`config.mk`:
```
export PLATFORM = sky130hd
export DESIGN_NAME = pl_stage_reg
export DESIGN_NICKNAME = d
export VERILOG_FILES = /design/src/rtl/pl_pkg.sv /design/src/rtl/pl_skid_buf.sv /design/src/rtl/pl_stage_reg.sv
export SDC_FILE = /design/constraint.sdc
export NUM_CORES = 1
export LEC_CHECK = 0
export CAP_MARGIN = 20
export CELL_PAD_IN_SITES_DETAIL_PLACEMENT = 0
export CELL_PAD_IN_SITES_GLOBAL_PLACEMENT = 2
export CORE_ASPECT_RATIO = 1.25
export CORE_UTILIZATION = 24
export DETAILED_ROUTE_END_ITERATION = 8
export GPL_TIMING_DRIVEN = 0
export PLACE_DENSITY = 0.85
export SYNTH_ARGS = -nofsm -noshare
export SYNTH_HDL_FRONTEND = slang
export SYNTH_SLANG_ARGS = --single-unit
```
`constraint.sdc`:
```
create_clock -name clk -period 2.05 [get_ports clk]
set_input_delay 0.41 -clock clk [delete_from_list [all_inputs] [get_ports clk]]
set_output_delay 0.41 -clock clk [all_outputs]
set_load 0.02 [all_outputs]
```
`src/rtl/pl_pkg.sv`:
```
// Shared definitions for the pipeline stage registers: NOP control encoding,
// per-boundary control field layout and bundle typedefs.
// No logic here; latency and backpressure are defined by pl_stage_reg.
package pl_pkg;

    localparam int PL_CTRL_W = 16;
    localparam int PL_DATA_W = 160;

    // All-zero control never writes the register file or memory and never
    // redirects the PC, so it is a safe bubble at every boundary.
    localparam logic [PL_CTRL_W-1:0] PL_CTRL_BUBBLE = '0;

    // Control field offsets (LSB position) within the D/E bundle.
    localparam int DE_ALU_SRC_OFS    = 6;
    localparam int DE_ALU_CTRL_OFS   = 7;
    localparam int DE_ALU_CTRL_W     = 3;
    localparam int DE_BRANCH_OFS     = 10;
    localparam int DE_JUMP_OFS       = 11;
    localparam int DE_MEM_WRITE_OFS  = 12;
    localparam int DE_RESULT_SRC_OFS = 13;
    localparam int DE_RESULT_SRC_W   = 2;
    localparam int DE_REG_WRITE_OFS  = 15;

    // E/M and M/W keep reg_write/result_src in the same top bits so the
    // forwarding and hazard logic can read them without per-stage decode.
    localparam int EM_MEM_WRITE_OFS  = 12;
    localparam int EM_RESULT_SRC_OFS = 13;
    localparam int EM_REG_WRITE_OFS  = 15;
    localparam int MW_RESULT_SRC_OFS = 13;
    localparam int MW_REG_WRITE_OFS  = 15;

    typedef struct packed {
        logic       reg_write;
        logic [1:0] result_src;
        logic       mem_write;
        logic       jump;
        logic       branch;
        logic [2:0] alu_control;
        logic       alu_src;
        logic [5:0] rsvd;
    } de_ctrl_t;

    typedef struct packed {
        logic        reg_write;
        logic [1:0]  result_src;
        logic        mem_write;
        logic [11:0] rsvd;
    } em_ctrl_t;

    typedef struct packed {
        logic        reg_write;
        logic [1:0]  result_src;
        logic [12:0] rsvd;
    } mw_ctrl_t;

    // D/E data bundle; PCPlus4 is recomputed from pc downstream.
    typedef struct packed {
        logic [31:0] rd1;
        logic [31:0] rd2;
        logic [31:0] pc;
        logic [31:0] imm_ext;
        logic [4:0]  rs1;
        logic [4:0]  rs2;
        logic [4:0]  rd;
        logic [16:0] rsvd;
    } de_data_t;

endpackage

```
`src/rtl/pl_skid_buf.sv`:
```
// Skid entry for pl_stage_reg: holds one bundle that arrived while the main
// register was stalled, and a registered ready (1 whenever the entry is empty).
// Latency: entry visible the edge after load. Backpressure: rdy_q drops while full.
// Ports: clk, rst_n, clr | load_vld/load_ctrl/load_data (push) | pop |
//        skid_vld/skid_ctrl/skid_data (entry contents) | in_rdy (registered).
// Only compiled when PL_STAGE_SKID_EN is defined.
`ifdef PL_STAGE_SKID_EN
module pl_skid_buf #(
    parameter int CTRL_W = 16,
    parameter int DATA_W = 160
) (
    input  logic              clk,
    input  logic              rst_n,
    input  logic              clr,
    input  logic              load_vld,
    input  logic [CTRL_W-1:0] load_ctrl,
    input  logic [DATA_W-1:0] load_data,
    input  logic              pop,
    output logic              skid_vld,
    output logic [CTRL_W-1:0] skid_ctrl,
    output logic [DATA_W-1:0] skid_data,
    output logic              in_rdy
);

    logic              skid_vld_q, skid_vld_d;
    logic [CTRL_W-1:0] skid_ctrl_q, skid_ctrl_d;
    logic [DATA_W-1:0] skid_data_q, skid_data_d;
    logic              rdy_q, rdy_d;

    // load and pop are mutually exclusive: load only happens while the main
    // register is stalled, pop only while it can take a bundle.
    always_comb begin
        skid_vld_d  = skid_vld_q;
        skid_ctrl_d = skid_ctrl_q;
        skid_data_d = skid_data_q;
        if (clr) begin
            skid_vld_d = 1'b0;
        end else if (load_vld) begin
            skid_vld_d  = 1'b1;
            skid_ctrl_d = load_ctrl;
            skid_data_d = load_data;
        end else if (pop) begin
            skid_vld_d = 1'b0;
        end
        rdy_d = ~skid_vld_d;
    end

    always_ff @(posedge clk or negedge rst_n) begin
        if (!rst_n) begin
            skid_vld_q  <= 1'b0;
            skid_ctrl_q <= '0;
            skid_data_q <= '0;
            rdy_q       <= 1'b1;
        end else begin
            skid_vld_q  <= skid_vld_d;
            skid_ctrl_q <= skid_ctrl_d;
            skid_data_q <= skid_data_d;
            rdy_q       <= rdy_d;
        end
    end

    assign skid_vld  = skid_vld_q;
    assign skid_ctrl = skid_ctrl_q;
    assign skid_data = skid_data_q;
    assign in_rdy    = rdy_q;

endmodule
`endif

```
`src/rtl/pl_stage_reg.sv`:
```
// Generic valid/ready pipeline stage register with flush/bubble and stall counter.
// Latency: 1 cycle input fire to output. Backpressure: in_ready from out_ready
// (combinational), or registered via a 2-entry skid when PL_STAGE_SKID_EN is defined.
// Ports: clk, rst_n (async, active-low), clr (sync flush) |
//        in_valid/in_ready/in_ctrl/in_data | out_valid/out_ready/out_ctrl/out_data |
//        stall_cnt (saturating count of cycles with out_valid & ~out_ready).
module pl_stage_reg
    import pl_pkg::*;
#(
    parameter int                CTRL_W      = 16,
    parameter int                DATA_W      = 160,
    parameter logic [CTRL_W-1:0] CTRL_BUBBLE = CTRL_W'(PL_CTRL_BUBBLE),
    parameter int                STALL_CNT_W = 16
) (
    input  logic                   clk,
    input  logic                   rst_n,
    input  logic                   clr,
    input  logic                   in_valid,
    output logic                   in_ready,
    input  logic [CTRL_W-1:0]      in_ctrl,
    input  logic [DATA_W-1:0]      in_data,
    output logic                   out_valid,
    input  logic                   out_ready,
    output logic [CTRL_W-1:0]      out_ctrl,
    output logic [DATA_W-1:0]      out_data,
    output logic [STALL_CNT_W-1:0] stall_cnt
);

    logic                   out_valid_q, out_valid_d;
    logic [CTRL_W-1:0]      out_ctrl_q, out_ctrl_d;
    logic [DATA_W-1:0]      out_data_q, out_data_d;
    logic [STALL_CNT_W-1:0] stall_cnt_q, stall_cnt_d;

    logic in_fire;
    logic out_fire;

    assign out_fire = out_valid_q & out_ready;
    // An input presented during clr is killed, so it never counts as a fire.
    assign in_fire  = in_valid & in_ready & ~clr;

`ifdef PL_STAGE_SKID_EN
    logic              skid_vld;
    logic [CTRL_W-1:0] skid_ctrl;
    logic [DATA_W-1:0] skid_data;
    logic              skid_rdy;
    logic              main_open;

    // Main register can take a bundle when empty or delivering this cycle.
    assign main_open = ~out_valid_q | out_ready;

    pl_skid_buf #(
        .CTRL_W (CTRL_W),
        .DATA_W (DATA_W)
    ) u_skid (
        .clk       (clk),
        .rst_n     (rst_n),
        .clr       (clr),
        .load_vld  (in_fire & ~main_open),
        .load_ctrl (in_ctrl),
        .load_data (in_data),
        .pop       (skid_vld & main_open),
        .skid_vld  (skid_vld),
        .skid_ctrl (skid_ctrl),
        .skid_data (skid_data),
        .in_rdy    (skid_rdy)
    );

    // clr forces acceptance so upstream sees its bundle as consumed (killed).
    assign in_ready = skid_rdy | clr;

    // The skid is only ever full while main is full, and in_ready is low
    // while the skid is full, so a skid move and an input fire never collide.
    always_comb begin
        out_valid_d = out_valid_q;
        out_ctrl_d  = out_ctrl_q;
        out_data_d  = out_data_q;
        if (clr) begin
            out_valid_d = 1'b0;
            out_ctrl_d  = CTRL_BUBBLE;
            out_data_d  = '0;
        end else if (main_open) begin
            if (skid_vld) begin
                out_valid_d = 1'b1;
                out_ctrl_d  = skid_ctrl;
                out_data_d  = skid_data;
            end else if (in_fire) begin
                out_valid_d = 1'b1;
                out_ctrl_d  = in_ctrl;
                out_data_d  = in_data;
            end else if (out_fire) begin
                out_valid_d = 1'b0;
                out_ctrl_d  = CTRL_BUBBLE;
            end
        end
    end
`else
    assign in_ready = ~out_valid_q | out_ready | clr;

    always_comb begin
        out_valid_d = out_valid_q;
        out_ctrl_d  = out_ctrl_q;
        out_data_d  = out_data_q;
        if (clr) begin
            out_valid_d = 1'b0;
            out_ctrl_d  = CTRL_BUBBLE;
            out_data_d  = '0;
        end else if (in_fire) begin
            out_valid_d = 1'b1;
            out_ctrl_d  = in_ctrl;
            out_data_d  = in_data;
        end else if (out_fire) begin
            // Bubble: control becomes a NOP, data is left as-is.
            out_valid_d = 1'b0;
            out_ctrl_d  = CTRL_BUBBLE;
        end
    end
`endif

    // Counts on every stalled cycle, including during clr.
    always_comb begin
        stall_cnt_d = stall_cnt_q;
        if (out_valid_q && !out_ready && !(&stall_cnt_q)) begin
            stall_cnt_d = stall_cnt_q + STALL_CNT_W'(1);
        end
    end

    always_ff @(posedge clk or negedge rst_n) begin
        if (!rst_n) begin
            out_valid_q <= 1'b0;
            out_ctrl_q  <= CTRL_BUBBLE;
            out_data_q  <= '0;
            stall_cnt_q <= '0;
        end else begin
            out_valid_q <= out_valid_d;
            out_ctrl_q  <= out_ctrl_d;
            out_data_q  <= out_data_d;
            stall_cnt_q <= stall_cnt_d;
        end
    end

    assign out_valid = out_valid_q;
    assign out_ctrl  = out_ctrl_q;
    assign out_data  = out_data_q;
    assign stall_cnt = stall_cnt_q;

endmodule
```
# Word level (Yosys, flattened, before mapping)
# Cells that the tools add are included.
# word_totals
regBits,193
latchBits,0
mem_bits_rw,0
romBits,0
inputBits,181
out_inout_bits,194
memories,0
# op_classes
n_addsub,1
multipliers,0
div_mod_pow,0
n_lt_le_gt_ge,0
n_eq_ne,0
shift,0
muxes,8
bitwise,7
reduce_logical,7
# ops
cell,n
$mux W160,2
$mux W16,3
$add A16 B1 Y16 const B,1
$reduce_and A16 Y1,1
$and A1 B1 Y1,3
$mux W1,3
$reduce_bool A3 Y1,1
$logic_and A1 B1 Y1,2
$logic_not A1 Y1,2
$not A1 Y1,2
$or A1 B1 Y1,2
$reduce_bool A2 Y1,1

# Longest topological paths before layout
# logic_depth
depth_word,7
mapped_depth,7
depth_no_buf,5

# Least setup slack after synthesis
# Ideal clock, no wire load.
# synth_timing
kind,register to register
from,"reg stall_cnt_q[0], in the netlist stall_cnt[0]"
to,"reg stall_cnt_q[15], in the netlist stall_cnt[15]"
setup_time_ns,0.131
arrival_ns,1.669
t_required_ns,1.919
setup_slack_ns,0.250
stages_incl_launch_ff,6
path_buffers,0
cell_sequence,dfrtp_1 ha_1 nand3_1 nor4_2 and4bb_2 xor2_1
# synth_via
elab_chain_cells,3
word_cells_on_any_way,4
cone_classes,add/sub (1); reduce/logical (3)
# synth_lines
element,line_no,rtl
"start, declared",pl_stage_reg.sv:32,"logic [STALL_CNT_W-1:0] stall_cnt_q, stall_cnt_d;"
"start signal, assigned",pl_stage_reg.sv:137,stall_cnt_q <= stall_cnt_d;
"parallel branches: the longest is 3 deep, another holds $add A16 B1 Y16",-,
# Parallel ways; which one is timed is not known.
# A chain may end at the register's enable or synchronous reset.

# Worst setup path in the final report
# layout_timing
from,"reg stall_cnt_q[6], in the netlist stall_cnt[6]"
to,out stall_cnt[6]
# layout_lines
element,line_no,rtl
"end, declared",pl_stage_reg.sv:26,output logic [STALL_CNT_W-1:0] stall_cnt
# No word-level cell between the ends.

==> results.sh <==
export IMPL_slew_headroom_pct=42.1
export IMPL_gp_congestion=0.741
export IMPL_finish_utilization_pct=41.8
export IMPL_drc_errors=0
export IMPL_netlist_area_sq_um=7010
export IMPL_n_fill_cell=2724
export IMPL_grt_pass1_wl_microns=34700
export IMPL_end_kind="primary output"
export IMPL_status="completed"
export IMPL_routed_wl_microns=23200
export IMPL_hp_class="primary input to async pin"
export IMPL_cts_num_sinks=193
export IMPL_dr_pass1_iters=4
export IMPL_grt_max_degree=109
export IMPL_ys_ff_latch=193
export IMPL_reg2regPathDepth=5
export IMPL_core_region_area_sq_um=28600
export IMPL_ys_seq_area_share_pct=68.9
export IMPL_yosys_cell_types_count=32
export IMPL_synth_avg_cell_area_sq_um=15.0
export IMPL_port_buffers=374
export IMPL_syn_to_final_growth_pct=70.5
export IMPL_clock_path_buffers=2
export IMPL_cp_max_fo=6
export IMPL_track_usage_pct=15.3
export IMPL_dieArea_sq_um=29900
export IMPL_pwr_share_seq_pct=43.8
export IMPL_startpoint_type="flip-flop"
export IMPL_cp_data_required_time_ns=1.64
export IMPL_antenna_found_initial=0
export IMPL_numCtsBuffers=17
export IMPL_sw_frac_of_total_pct=26.3
export IMPL_worstSetupPathType="flip-flop to primary output"
export IMPL_worstPathCellList="clkdlybuf4s50_1"
export IMPL_synth_top_area_share_pct=68.9
export IMPL_syn_instance_count=469
export IMPL_cts_htree_levels=4
export IMPL_final_cell_mix="clkdlybuf4s50_1, dfrtp_1, a22o_1"
export IMPL_fin_crit_sh_pct=95.6
export IMPL_worst_clock_skew_ns=0.00741
export IMPL_ios=375
export IMPL_fmax_mhz=510
export IMPL_dpl_cell_area_sq_um=11300
export IMPL_yosys_warnings=0
export IMPL_die_x_microns=155
export IMPL_cpPeakStageDelay_ns=0.65
export IMPL_final_layout_size_suffix_gt1_share_pct=8.31
export IMPL_finalPower_uw=9710
export IMPL_viasPerCell=4.49
export IMPL_postCtsHoldBufs=0
export IMPL_async_flop_share_pct=100
export IMPL_setup_viol=0
export IMPL_hpwlAfterDp_microns=16800
export IMPL_synth_top_area_cell="dfrtp_1"
export IMPL_synth_main_ff_cell="dfrtp_1"
export IMPL_grt_pass1_vias=5857
export IMPL_internal_power_uw=7150
export IMPL_cap_violations=0
export IMPL_via_count=5689
export IMPL_whs_ns=0.00507
export IMPL_nets=1047
export IMPL_cts_tree="done"
export IMPL_root_buffer="clkbuf_16"
export IMPL_worst_pin_slew_ns=0.869
export IMPL_period_needed_ns=1.96
export IMPL_worstSkewPairLatency_ns=0.43
export IMPL_p_per_area_nw_per_um2=812
export IMPL_combPwrFrac_pct=18.7
export IMPL_hold_violations=0
export IMPL_placementRows=69
export IMPL_initial_utilization_pct=24.5
export IMPL_final_common_cell="clkdlybuf4s50_1"
export IMPL_crit_family="buffers and inverters"
export IMPL_switching_power_uw=2560
export IMPL_ff_latch_area_sq_um=4830
export IMPL_finalInstanceArea_sq_um=12000
export IMPL_p_leak_uw=0.00530
export IMPL_diodes=0
export IMPL_syn_num_nets=651
export IMPL_cp_arrival_ns=1.55
export IMPL_preCtsSetupSlack_ns=-0.585
export IMPL_wl_per_cell_microns=18.3
export IMPL_setup_ws_ns=0.0909
export IMPL_max_vdd_ir_drop_mv=0.410
export IMPL_clk_pin_slew_ns=0.07
export IMPL_die_y_microns=193
export IMPL_synth_edf_count=0
export IMPL_drt_iter0_markers=224
export IMPL_p_clk_share_pct=37.5
export IMPL_multi_input_area_sq_um=2000
export IMPL_cp_depth=1
export IMPL_ant_nets=0
export IMPL_cpMaxStageDelayCell="clkdlybuf4s50_1"
export IMPL_synth_area_top_cells="dfrtp_1, a22o_1, buf_2"
export IMPL_grt_overflow=0
export IMPL_slew_viol_final=0
export IMPL_timing_critical_path_buf_inv=1
## state kept, by name (all words and copies together), names as in the netlist
name / count
out_ctrl: 16
out_data: 160
out_valid: 1
stall_cnt: 16
## power groups by stage
stage	clock network [uW]	logic [uW]	registers [uW]
6_report	3640	1810	4250
4_1_cts	3750	1840	4250
3_3_place_gp	0	1800	4320
5_1_grt	3930	1920	4290
2_1_floorplan	0	377	4620
3_5_place_dp	0	1830	4320
## cell usage after synthesis, types with 2 or more instances
cell type    n
nand3_1      5
and4_1       2
a31oi_1      3
nor3_1       6
xor2_1      11
nor4_1       3
nor4_2       2
dfrtp_1    193
nor2_1       3
or2_1        2
a22o_1     176
nand2b_1     2
nand4_1      2
buf_2       27
clkbuf_1     8
a21oi_1      4
nand2_1      5
## logic make-up (layout without fill, tap and decap cells)
family,count (synthesis),after routing,synth area share [%]
muxes,1,1,0.161
AOI/OAI and AO/OA,186,186,23.2
xor gates and xnor gates,12,12,1.50
DFF,193,193,68.9
and+or+nand+nor,37,37,3.39
buffers and inverters,39,448,2.73
adders and majority gates,1,1,0.178
## per-stage QoR
| stage | setup TNS (ns) | std cells |
|---|---|---|
| 2_1_floorplan | 0 | 469 |
| 3_3_place_gp | -1563.07 | 1233 |
| 3_5_place_dp | -79.78 | 1234 |
| 4_1_cts | 0 | 1266 |
| 5_1_grt | -0.00247 | 1268 |
| 6_report | 0 | 1268 |
## worst paths after layout
check,end,from,slack [ns]
min in group clk,out_ctrl[11]$_DFFE_PN0P_,out_ctrl[11]$_DFFE_PN0P_,0.50
max in group asynchronous,out_data[63]$_DFFE_PN0P_,rst_n,1.13
min,stall_cnt[6]$_DFFE_PN0P_,rst_n,0.005
max reg2reg,stall_cnt[1]$_DFFE_PN0P_,stall_cnt[0]$_DFFE_PN0P_,0.13
min reg2reg,out_ctrl[11]$_DFFE_PN0P_,out_ctrl[11]$_DFFE_PN0P_,0.50
max,stall_cnt[6],stall_cnt[6]$_DFFE_PN0P_,0.09
## layer usage
layer | vias up | share of wire [%] | GRT usage (%)
li1 | 2597 | - | -
met1 | 2826 | 41 | 18.4
met2 | 239 | 50 | 25.7
met3 | 27 | 6.6 | 4.67
met4 | 0 | 2.0 | 5.75
met5 | - | 0 | 0
## final cells by class
class                           instances  share of cell area [%]
Sequential cell                       193                    40.4
Multi-Input combinational cell        237                    16.7
Timing Repair Buffer                  377                    31.7
Buffer                                 38                    1.69
Tap cell                              390                    4.08
Clock inverter                         11                    1.46
Inverter                                1                  0.0314
Clock buffer                           21                    3.85
## timing repair
item	4_1_cts	5_1_grt
endpoints found under the hold margin	0	0
pin swaps	0	1
gates cloned	0	0
setup buffers	0	2
setup endpoints to repair	102	32
gates resized for setup	6	4
Power figures use the tool's default switching activity.
